File: src/rtl/axis_frame_tx.sv
// AXI-Stream frame transmitter: pulls frame_len words from a valid/ready word
// port and emits them on a registered AXI-Stream master, tlast on the final word.
module axis_frame_tx #(
  parameter int DATA_WIDTH = 64,
  parameter int LEN_WIDTH  = 16
) (
  input  logic                  clk,
  input  logic                  rst,
  input  logic                  start,
  input  logic [LEN_WIDTH-1:0]  frame_len,
  output logic                  busy,
  output logic                  done,
  output logic                  err,
  output logic [LEN_WIDTH-1:0]  word_cnt,
  input  logic                  in_valid,
  input  logic [DATA_WIDTH-1:0] in_data,
  output logic                  in_ready,
  output logic [DATA_WIDTH-1:0] m_axis_tdata,
  output logic                  m_axis_tlast,
  output logic                  m_axis_tvalid,
  input  logic                  m_axis_tready
);

  typedef enum logic [1:0] {
    IDLE  = 2'd0,
    SEND  = 2'd1,
    DRAIN = 2'd2
  } state_t;

  localparam logic [LEN_WIDTH-1:0] ONE = LEN_WIDTH'(1);

  state_t                 state_q, state_d;
  logic [LEN_WIDTH-1:0]   len_q, len_d;
  logic [LEN_WIDTH-1:0]   cnt_q, cnt_d;
  logic [DATA_WIDTH-1:0]  tdata_q, tdata_d;
  logic                   tvalid_q, tvalid_d;
  logic                   tlast_q, tlast_d;
  logic                   done_q, done_d;
  logic                   err_q, err_d;
  logic                   busy_q;
  logic                   out_hs;
  logic                   accept;
  logic                   in_ready_c;

  assign out_hs = tvalid_q & m_axis_tready;

  always_comb begin
    state_d    = state_q;
    len_d      = len_q;
    cnt_d      = cnt_q;
    tdata_d    = tdata_q;
    tvalid_d   = tvalid_q;
    tlast_d    = tlast_q;
    done_d     = 1'b0;
    err_d      = 1'b0;
    in_ready_c = 1'b0;
    accept     = 1'b0;
    case (state_q)
      IDLE: begin
        if (start) begin
          if (frame_len != '0) begin
            len_d   = frame_len;
            cnt_d   = '0;
            state_d = SEND;
          end else begin
            err_d = 1'b1;
          end
        end
      end
      SEND: begin
        // One-entry output register: refill allowed when empty or draining this cycle.
        in_ready_c = !tvalid_q || m_axis_tready;
        accept     = in_valid && in_ready_c;
        if (out_hs) begin
          tvalid_d = 1'b0;
          tlast_d  = 1'b0;
        end
        if (accept) begin
          tdata_d  = in_data;
          tvalid_d = 1'b1;
          tlast_d  = (cnt_q == len_q - ONE);
          cnt_d    = cnt_q + ONE;
          if (cnt_q == len_q - ONE) begin
            state_d = DRAIN;
          end
        end
      end
      DRAIN: begin
        if (out_hs) begin
          tvalid_d = 1'b0;
          tlast_d  = 1'b0;
          done_d   = 1'b1;
          state_d  = IDLE;
        end
      end
      default: begin
        state_d = IDLE;
      end
    endcase
  end

  always_ff @(posedge clk or posedge rst) begin
    if (rst) begin
      state_q  <= IDLE;
      len_q    <= '0;
      cnt_q    <= '0;
      tdata_q  <= '0;
      tvalid_q <= 1'b0;
      tlast_q  <= 1'b0;
      done_q   <= 1'b0;
      err_q    <= 1'b0;
      busy_q   <= 1'b0;
    end else begin
      state_q  <= state_d;
      len_q    <= len_d;
      cnt_q    <= cnt_d;
      tdata_q  <= tdata_d;
      tvalid_q <= tvalid_d;
      tlast_q  <= tlast_d;
      done_q   <= done_d;
      err_q    <= err_d;
      busy_q   <= (state_d != IDLE);
    end
  end

  assign busy          = busy_q;
  assign done          = done_q;
  assign err           = err_q;
  assign word_cnt      = cnt_q;
  assign in_ready      = in_ready_c;
  assign m_axis_tdata  = tdata_q;
  assign m_axis_tlast  = tlast_q;
  assign m_axis_tvalid = tvalid_q;

endmodule

File: config.mk
export PLATFORM = sky130hd
export DESIGN_NAME = axis_frame_tx
export DESIGN_NICKNAME = d
export VERILOG_FILES = /design/src/rtl/axis_frame_tx.sv
export SDC_FILE = /design/constraint.sdc
export NUM_CORES = 1
export LEC_CHECK = 0
export CAP_MARGIN = 10
export CORE_MARGIN = 1
export CORE_UTILIZATION = 46
export DETAILED_ROUTE_END_ITERATION = 7
export PLACE_DENSITY = 0.8
export RECOVER_POWER = 100
export REMOVE_ABC_BUFFERS = 1
export SLEW_MARGIN = 20
export SYNTH_ARGS = -nofsm -noshare
export SYNTH_HDL_FRONTEND = slang
export SYNTH_SLANG_ARGS = --single-unit
File: constraint.sdc
create_clock -name clk -period 3.65 [get_ports clk]
set_input_delay 0.365 -clock clk [delete_from_list [all_inputs] [get_ports clk]]
set_output_delay 0.365 -clock clk [all_outputs]
set_load 0.03 [all_outputs]
==> summary.md, run 1 <==
| Metric | Value |
|---|---|
| Result of the run | finished with violations |
| Violations in the final reports | capacitance limit, slew limit |
| Highest-count cells in the layout ignoring fill and taps | dfrtp_1 (103), dlygate4sd3_1 (88), clkdlybuf4s50_1 (82) |
| Hold Crit Depth | 1 |
| Worst min-delay path startpoint | m_axis_tdata[35]$_DFFE_PP0P_ |
| Via count of the first global-routing pass | 4,179 |
| Overall power consumption | 5.68 mW |
| Count of max-cap constraint violations | 1 |
| Final period demand of the worst path | 3.13 ns |
| First-pass GRT wire length | 20,500 um |
| #FFs+latches synth | 103 |
| Half-perimeter wire length after placement | 9560 um |
| Number of DRC markers in iteration 0 | 92 |
| Number of buffers added to fix hold violations after cts | 0 |
| Worst-path clk slew | 0.09 ns |
| Data required time at the worst endpoint | 3.93 ns |
| Path class of the lowest-slack min-delay path | flop to flop |
| PortBufs | 170 |
| Maximum number of pins on one net before global-route repair | 47 |
| Transition time at the pin with the least slew margin | 2.06 ns |
| Unrepaired setup endpoints after global routing | no |
| First drt pass iteration count | 4 |
| Total Negative Setup Slacks | 0 ns |
| Worst Hold Path EP | m_axis_tdata[35]$_DFFE_PP0P_ |
| Fraction of final layout cells with drive strength greater than 1 | 18.4% |
| Number of buffers on the longest clock path | 2 |
| Distinct cell type count of the synthesized netlist | 54 |
| Highest routing layer actually used | met4 |
| Arrival time worst endpoint | 3.41 ns |
| Number of rows created at floorplan | 37 |
| Critical Path Start | len_q[0]$_DFFE_PP0P_ |
| Net count, final | 663 |
| Area taken by multi-input logic gates | 2220 sq um |
| Final antenna-violating net count | 0 |
| Final count of negative-setup-slack endpoints | 0 |
| Max VDD drop | 0.000511 V |
| # clock sinks | 103 |
| Max-slew violation count | 47 |
| Areal power density over the cells | 819 nW/um^2 |
| Asr flop ratio synth | 100% |
| Syn Area/Cell | 12.3 sq um |
| Non-filler cells, final | 711 |
| Netlist area before placement | 4910 sq um |
| Via count | 3,818 |
| Static leakage | 2.97 nW |
| Total CTS buffers | 9 |
| Initial antenna violation count | 0 |
| Metal2 WL | 6170 um |
| Signed area change from the synthesized netlist to the final layout | 41.2% |
| Primary flip-flop cell chosen by synthesis mapping | dfrtp_1 |
| Fmax achieved | 320 MHz |
| DRC violation count after routing | 0 |
| Leftover overflow at the end of global routing | 0 |
| Flip-flop and latch area | 2580 sq um |
| Clk Tree Root Cell | clkbuf_8 |
| Crit Path Max Fanout | 6 |
| Chip Height | 105 um |
| Kind of start point of the critical path | flop |
| Placer's final routability congestion estimate | 0.899 |
| Number of instances in the placed design | 697 |
| Detailed-route wire length | 12,500 um |
| Startpoint-to-endpoint class of the critical path | flop to flop |
| Worst clock skew | 0.00992 ns |
| Diodes inserted | 0 |
| Total die area | 11,100 sq um |
| Number of warnings issued by yosys | 0 |
| Number of cell instances on the worst register-to-register path | 8 |
| Cts repair resizes | 0 |
| Horizontal die dimension | 105 um |
| Relative slew margins | -38.0% |
| Clock insertion delay at the later pin of the skew report | 0.38 ns |
| Fillcell total | 774 |
| Clock tree from TritonCTS | yes |
| Most frequent standard cell in the layout excluding fill and tap cells | dfrtp_1 |
| Depth of the CTS H-tree | 3 |
| Worst reg-to-reg setup slack | 0.52 ns |
| Post-synth EDFFs | 0 |
| Average detailed-routed wire length per instance | 17.6 um |
| Sequential area share after synthesis | 52.5% |
| Number of endpoints with negative hold slack in the final report | 0 |
| Ports placed on the boundary | 171 |
| Final worst path period share | 85.7% |
| GRT Total Usage | 23.9% |
| Met1 routed wirelength after detailed routing | 4800 um |
| Crit Reg-Reg Startpoint | len_q[0]$_DFFE_PP0P_ |
| Initial Utilization | 47.6% |
| CP endpoint kind | flop |
| Setup repair bufs after CTS | 0 |
| CORE AREA | 10,300 sq um |
| Met3 wire length | 1270 um |
| Post-synthesis instance total | 398 |
| R2R Path End | state_q[1]$_DFF_PP0_ |
| Per-cell via count in the routed design | 5.37 |
per-stage QoR:
stage / utilization [%] / worst slack (ns) / instance area, sq um / hold WS (ns)
global placement: 65.7 / 1.02 / 6790 / 0.487
detailed placement: 65.7 / 0.926 / 6790 / 0.493
floorplan: - / 0.581 / 4850 / 0.482
finish: 67.1 / 0.522 / 6930 / 0.507
global route: 67.1 / 0.371 / 6930 / 0.519
CTS: 67.4 / 0.900 / 6960 / 0.417
worst max-delay path: stages (launching register included):
cell	delay, ns
dfrtp_1	0.47
inv_1	0.11
ha_1	0.23
nor3b_1	0.76
mux2i_1	0.27
o22ai_1	0.11
a2111oi_0	0.53
o2111ai_1	0.29
o41ai_2	0.27
how the worst max path moves through the flow:
stage	end	cells past startpoint	slack (ns)
after floorplan	busy$_DFF_PP0_	1	0.58
after global placement	m_axis_tlast$_DFFE_PP0P_	8	1.02
after detailed placement	m_axis_tlast$_DFFE_PP0P_	8	0.93
after CTS	m_axis_tlast$_DFFE_PP0P_	8	0.90
after global routing	state_q[0]$_DFF_PP0_	8	0.37
final	state_q[1]$_DFF_PP0_	8	0.52
kinds of logic (layout without fill, tap and decap cells):
group                    Yosys count  in the layout  synth area share (%)
AO/OA/AOI/OAI                     42             42                  6.55
flip-flops                       103            103                  52.5
buffers and inverters             26            203                  2.14
adder cells (fa/ha/maj)            6              6                  1.53
XOR/XNOR                          32             32                  5.71
multiplexers                      81             81                  18.5
AND/OR/NAND/NOR                  108            108                  13.1
synth_stat cells, types with 3 or more instances:
master | count | area, sq um
mux2i_1 | 4 | 40.0
mux2_2 | 77 | 867
nand3_1 | 10 | 50.1
nor2b_1 | 5 | 31.3
and3_1 | 3 | 18.8
nor3_1 | 7 | 35.0
xnor2_1 | 9 | 78.8
nand4_1 | 8 | 50.1
nand2_1 | 24 | 90.1
o2111ai_1 | 3 | 26.3
nand2b_1 | 6 | 37.5
and2_1 | 3 | 18.8
nor2_1 | 21 | 78.8
xor2_1 | 23 | 201
inv_1 | 13 | 48.8
dfrtp_1 | 103 | 2580
nor4_1 | 4 | 25.0
ha_1 | 6 | 75.1
a21oi_1 | 3 | 15.0
clkbuf_1 | 12 | 45.0
o21ai_0 | 9 | 45.0
nor4_4 | 3 | 63.8
a31oi_1 | 4 | 25.0
registers in the layout, summed over array words and instances (netlist names):
signal	count
m_axis_tdata	64
len_q	16
word_cnt	16
state_q	2
busy	1
done	1
err	1
m_axis_tlast	1
m_axis_tvalid	1
power by group:
part	switching, mW	internal, mW	leakage [nW]
sequential	0.407	1.63	1.25
combinational	1.67	1.31	1.63
clock	0.393	0.264	0.0861
per-layer routing:
metal  GRT usage [%]  vias up
li1                -     1769
met1            25.4     1870
met2            41.1      152
met3            11.2       27
met4            9.15        0
met5               0        -
area by class of cell:
| type | count | share of cell area (%) |
|---|---|---|
| clock buffers | 10 | 1.99 |
| clock inverters | 4 | 0.469 |
| inverters | 13 | 0.722 |
| multi-input cells | 269 | 32.1 |
| flip-flops and latches | 103 | 37.2 |
| well taps | 136 | 2.45 |
| repair buffers | 176 | 25.1 |
Power figures use the tool's default switching activity.
==> run 2: changes to the inputs <==
--- a/config.mk
+++ b/config.mk
@@ -7,12 +7,13 @@
 export LEC_CHECK = 0
 export CAP_MARGIN = 10
 export CORE_MARGIN = 1
-export CORE_UTILIZATION = 46
+export CORE_UTILIZATION = 63
 export DETAILED_ROUTE_END_ITERATION = 7
-export PLACE_DENSITY = 0.8
+export DONT_BUFFER_PORTS = 1
+export PLACE_DENSITY = 0.79
 export RECOVER_POWER = 100
 export REMOVE_ABC_BUFFERS = 1
-export SLEW_MARGIN = 20
+export SLEW_MARGIN = 25
 export SYNTH_ARGS = -nofsm -noshare
 export SYNTH_HDL_FRONTEND = slang
 export SYNTH_SLANG_ARGS = --single-unit
==> run 2 against run 1 <==
Global-route usage grew 2.0 points. Largest power group is now registers. Clock skew grew 0.0011 ns. Die area shrank 27%. The flow still finishes with violations (capacitance limit, slew limit). Critical path depth is the same. Utilization grew 2.8 points. Register-to-register slack gained 0.03 ns. Sequential cell count is the same. Largest cell class unchanged. Cell area shrank 25%. First-iteration DRC count grew 64%. Highest routed layer unchanged.
==> summary.md, run 2 (synthesis gave the netlist of run 1 again) <==
| Metric | Value |
|---|---|
| Result of the run | finished with violations |
| Violations in the final reports | capacitance limit, slew limit |
| Final period demand of the worst path | 3.10 ns |
| GRT Total Usage | 26.0% |
| Worst clock skew | 0.0110 ns |
| Chip Height | 90.3 um |
| Clock tree from TritonCTS | yes |
| Worst reg-to-reg setup slack | 0.55 ns |
| DRC violation count after routing | 0 |
| Clock insertion delay at the later pin of the skew report | 0.37 ns |
| Final worst path period share | 84.9% |
| Initial Utilization | 66.3% |
| R2R Path End | m_axis_tlast$_DFFE_PP0P_ |
| Via count of the first global-routing pass | 3,231 |
| Depth of the CTS H-tree | 3 |
| Startpoint-to-endpoint class of the critical path | flop to flop |
| Placed cell area | 5030 sq um |
| Unrepaired setup endpoints after global routing | no |
| Count of max-cap constraint violations | 1 |
| CORE AREA | 7410 sq um |
| Number of buffers added to fix hold violations after cts | 0 |
| Horizontal die dimension | 90.3 um |
| Path class of the lowest-slack min-delay path | primary input to flop |
| Diodes inserted | 0 |
| Arrival time worst endpoint | 3.41 ns |
| Total Negative Setup Slacks | 0 ns |
| Number of DRC markers in iteration 0 | 151 |
| Number of cell instances on the worst register-to-register path | 8 |
| Total CTS buffers | 9 |
| Per-cell via count in the routed design | 6.20 |
| Relative slew margins | -69.5% |
| Crit Path Max Fanout | 6 |
| PortBufs | 0 |
| Most frequent standard cell in the layout excluding fill and tap cells | dfrtp_1 |
| Area of all placed cells without fillers | 5180 sq um |
| Worst setup path end | m_axis_tlast$_DFFE_PP0P_ |
| Highest-count cells in the layout ignoring fill and taps | dfrtp_1 (103), mux2_2 (77), nand2_1 (23), xor2_1 (23), nor2_1 (21) |
| Non-filler cells, final | 505 |
| Max VDD drop | 0.000590 V |
| Crit Reg-Reg Startpoint | len_q[0]$_DFFE_PP0P_ |
| Fraction of final layout cells with drive strength greater than 1 | 26.1% |
| Areal power density over the cells | 956 nW/um^2 |
| Final count of negative-setup-slack endpoints | 0 |
| Flip-flop count of the largest register, all copies and words added | 64 |
| # clock sinks | 103 |
| Kind of start point of the critical path | flop |
| Clk Tree Root Cell | clkbuf_8 |
| Max-slew violation count | 73 |
| Static leakage | 2.23 nW |
| Fillcell total | 537 |
| Initial antenna violation count | 0 |
| Worst hold-check slack | 0.112 ns |
| Hold Crit Depth | 2 |
| Ports placed on the boundary | 171 |
| Worst-path clk slew | 0.10 ns |
| Number of endpoints with negative hold slack in the final report | 0 |
| First-pass GRT wire length | 16,400 um |
| Average detailed-routed wire length per instance | 20.5 um |
| Maximum number of pins on one net before global-route repair | 73 |
| Via count | 3,129 |
| Number of instances in the placed design | 489 |
| CP endpoint kind | flop |
| First drt pass iteration count | 4 |
| Placer's final routability congestion estimate | 0.922 |
| Total die area | 8150 sq um |
| Net count, final | 492 |
| Detailed-route wire length | 10,300 um |
| Fmax achieved | 323 MHz |
| Signed area change from the synthesized netlist to the final layout | 5.61% |
| Number of buffers on the longest clock path | 2 |
| Half-perimeter wire length after placement | 7810 um |
| Transition time at the pin with the least slew margin | 2.54 ns |
| Setup repair bufs after CTS | 0 |
| Critical Path Start | len_q[0]$_DFFE_PP0P_ |
| Leftover overflow at the end of global routing | 0 |
| Final antenna-violating net count | 0 |
| Cts repair resizes | 0 |
| Data required time at the worst endpoint | 3.96 ns |
| Number of rows created at floorplan | 31 |
run 2: worst min path at each step:
stage                 startpoint                            to  slack [ns]
finish              frame_len[4]          len_q[4]$_DFFE_PP0P_        0.11
global route         in_data[59]  m_axis_tdata[59]$_DFFE_PP0P_        0.11
CTS                          rst  m_axis_tdata[60]$_DFFE_PP0P_        0.06
detailed placement           rst  m_axis_tdata[60]$_DFFE_PP0P_        0.47
global placement             rst  m_axis_tdata[60]$_DFFE_PP0P_        0.45
floorplan           frame_len[0]          len_q[0]$_DFFE_PP0P_        0.48
run 2: layout make-up:
type / count / area (sq um) / area share, %
clock inverter: 6 / 62.6 / 1.21
timing repair buffer: 5 / 23.8 / 0.458
inverter: 13 / 48.8 / 0.941
sequential: 103 / 2580 / 49.7
clock buffer: 10 / 128 / 2.46
tap: 99 / 124 / 2.39
multi-input combinational: 269 / 2220 / 42.8
run 2: power by group:
part,switching (mW),internal (mW),total [mW]
registers,1.33,1.62,2.95
clock network,0.416,0.268,0.683
logic,0.618,0.709,1.33
total,2.36,2.60,4.96
run 2: stage by stage:
stage,worst slack [ns],power (mW),util (%)
after global placement,1.02,4.24,67.9
after CTS,0.907,5.00,70.5
after detailed placement,0.905,4.31,67.9
after global routing,0.391,5.22,70.0
after floorplan,0.581,3.94,-
final,0.550,4.96,70.0
run 2: critical path, stage by stage, from the launching register on:
cell     delay (ns)
dfrtp_1        0.47
inv_1          0.10
ha_1           0.21
nor3b_1        0.74
mux2i_1        0.26
o22ai_1        0.10
or4b_1         0.54
nor4b_4        0.40
a32o_2         0.23
run 2: per-layer routing:
layer	track usage (%)	up-vias	wire [um]	part of all wire [%]
met4	9.41	0	220	2.1
met1	30.1	1561	3910	38
met3	9.93	15	862	8.3
met2	44.0	125	5340	52
met5	0	-	0	0
li1	-	1428	-	-
==> run 3: changes to the inputs <==
==> constraint.sdc (replaced) <==
create_clock -name clk -period 3.2 [get_ports clk]
set_input_delay 0.32 -clock clk [delete_from_list [all_inputs] [get_ports clk]]
set_output_delay 0.32 -clock clk [all_outputs]
set_load 0.03 [all_outputs]
==> run 3 against run 2 <==
The run still ends with capacitance limit, slew limit left. First-iteration DRC count down 6.6%. Die area is the same. Critical path depth unchanged. Routed wire length is 5.9% higher. Sequential power rose by 14%. Global-route usage up 1.7 points. Cell count is 0.59% higher. Fmax up 5.1%. Utilization rose by 0.20 points. Count of clock-buffer cells in the layout did not move. Register-to-register slack worse by 0.30 ns. Largest power group unchanged.
==> summary.md, run 3 (synthesis gave the netlist of run 1 again) <==
| Metric | Value |
|---|---|
| Placed cell area | 5050 sq um |
| Clock tree from TritonCTS | yes |
| Setup repair bufs after CTS | 0 |
| Via count | 3,190 |
| Initial antenna violation count | 0 |
| Total Negative Setup Slacks | 0 ns |
| DRC violation count after routing | 0 |
| Chip Height | 90.3 um |
| Hold Crit Depth | 2 |
| Average detailed-routed wire length per instance | 21.5 um |
| Ports placed on the boundary | 171 |
| Worst clock skew | 0.00832 ns |
| Leftover overflow at the end of global routing | 0 |
| Final period demand of the worst path | 2.95 ns |
| Total die area | 8150 sq um |
| Static leakage | 2.23 nW |
| Arrival time worst endpoint | 3.20 ns |
| Half-perimeter wire length after placement | 8170 um |
| Final worst path period share | 92.2% |
| Area of all placed cells without fillers | 5200 sq um |
| PortBufs | 0 |
| Fmax achieved | 339 MHz |
| Horizontal die dimension | 90.3 um |
| First drt pass iteration count | 4 |
| Per-cell via count in the routed design | 6.28 |
| Clk Tree Root Cell | clkbuf_8 |
| Number of buffers added to fix hold violations after cts | 0 |
| Number of endpoints with negative hold slack in the final report | 0 |
| Areal power density over the cells | 1100 nW/um^2 |
| Signed area change from the synthesized netlist to the final layout | 5.91% |
| CORE AREA | 7410 sq um |
| Crit Path Max Fanout | 6 |
| Max-slew violation count | 71 |
| Flip-flop count of the largest register, all copies and words added | 64 |
| Highest-count cells in the layout ignoring fill and taps | dfrtp_1 (103), mux2_2 (77), nand2_1 (23), xor2_1 (23), nor2_1 (21) |
| Kind of start point of the critical path | flop |
| Clock insertion delay at the later pin of the skew report | 0.36 ns |
| Total CTS buffers | 9 |
| Net count, final | 495 |
| Result of the run | finished with violations |
| Relative slew margins | -69.9% |
| Maximum number of pins on one net before global-route repair | 71 |
| Path class of the lowest-slack min-delay path | primary input to flop |
| Violations in the final reports | capacitance limit, slew limit |
| Diodes inserted | 0 |
| Data required time at the worst endpoint | 3.45 ns |
| Final antenna-violating net count | 0 |
| Met1 routed wirelength after detailed routing | 4100 um |
| Unrepaired setup endpoints after global routing | no |
| Highest routing layer actually used | met4 |
| Met3 wire length | 928 um |
| Fraction of final layout cells with drive strength greater than 1 | 26.7% |
| First-pass GRT wire length | 17,300 um |
| Worst-path clk slew | 0.11 ns |
| Transition time at the pin with the least slew margin | 2.55 ns |
| Number of rows created at floorplan | 31 |
| Number of DRC markers in iteration 0 | 141 |
| Detailed-route wire length | 10,900 um |
| Placer's final routability congestion estimate | 0.948 |
| Final count of negative-setup-slack endpoints | 0 |
| GRT Total Usage | 27.6% |
| Most frequent standard cell in the layout excluding fill and tap cells | dfrtp_1 |
| Count of max-cap constraint violations | 1 |
| Cts repair resizes | 0 |
| # clock sinks | 103 |
| CP endpoint kind | flop |
| Number of cell instances on the worst register-to-register path | 8 |
| Metal2 WL | 5660 um |
| Startpoint-to-endpoint class of the critical path | flop to flop |
| Via count of the first global-routing pass | 3,452 |
| Max VDD drop | 0.000679 V |
| Initial Utilization | 66.3% |
| Depth of the CTS H-tree | 3 |
| Number of buffers on the longest clock path | 2 |
[run 3: path summary, 6_finish.rpt]
kind	start	endpoint	slack, ns
worst max-delay path	len_q[0]$_DFFE_PP0P_	state_q[1]$_DFF_PP0_	0.25
worst min-delay path	frame_len[4]	len_q[4]$_DFFE_PP0P_	0.07
worst max register to register	len_q[0]$_DFFE_PP0P_	state_q[1]$_DFF_PP0_	0.25
worst min register to register	len_q[15]$_DFFE_PP0P_	len_q[15]$_DFFE_PP0P_	0.55
max in group asynchronous	rst	len_q[14]$_DFFE_PP0P_	0.92
min in group asynchronous	rst	m_axis_tdata[60]$_DFFE_PP0P_	0.73
[run 3: power breakdown]
part           total (mW)  internal, mW  switching (mW)
logic                1.57         0.815           0.755
registers            3.35          1.85            1.50
clock network       0.812         0.325           0.487
[run 3: stage by stage]
stage	setup slack (ns)	power, mW	instances	hold WS (ns)	util (%)
2_1_floorplan	0.176	4.50	385	0.437	-
3_3_place_gp	0.575	4.84	492	0.402	68.2
3_5_place_dp	0.410	4.95	492	0.415	68.2
4_1_cts	0.400	5.77	508	0.00339	70.9
5_1_grt	0.148	6.01	508	0.0672	70.2
6_report	0.250	5.73	508	0.0690	70.2
[run 3: layout make-up]
| type | instances | area, sq um |
|---|---|---|
| Fill cell | 528 | 2210 |
| Timing Repair Buffer | 8 | 37.5 |
| Tap cell | 99 | 124 |
| Clock inverter | 6 | 62.6 |
| Clock buffer | 10 | 138 |
| Sequential cell | 103 | 2580 |
| Inverter | 13 | 48.8 |
| Multi-Input combinational cell | 269 | 2210 |
[run 3: metal layers]
| layer | up-vias | GRT usage, % |
|---|---|---|
| met2 | 140 | 48.8 |
| li1 | 1436 | - |
| met4 | 0 | 10.2 |
| met1 | 1594 | 30.9 |
| met3 | 20 | 9.43 |
| met5 | - | 0 |
[run 3: worst max-delay path, stage by stage, from the launching register on]
cell and delay [ns]:
dfrtp_1 0.47, inv_1 0.10, ha_1 0.23, nor3b_2 0.51, mux2i_1 0.27, o22ai_1 0.12
a2111oi_0 0.55, o2111ai_1 0.24, o41ai_1 0.34
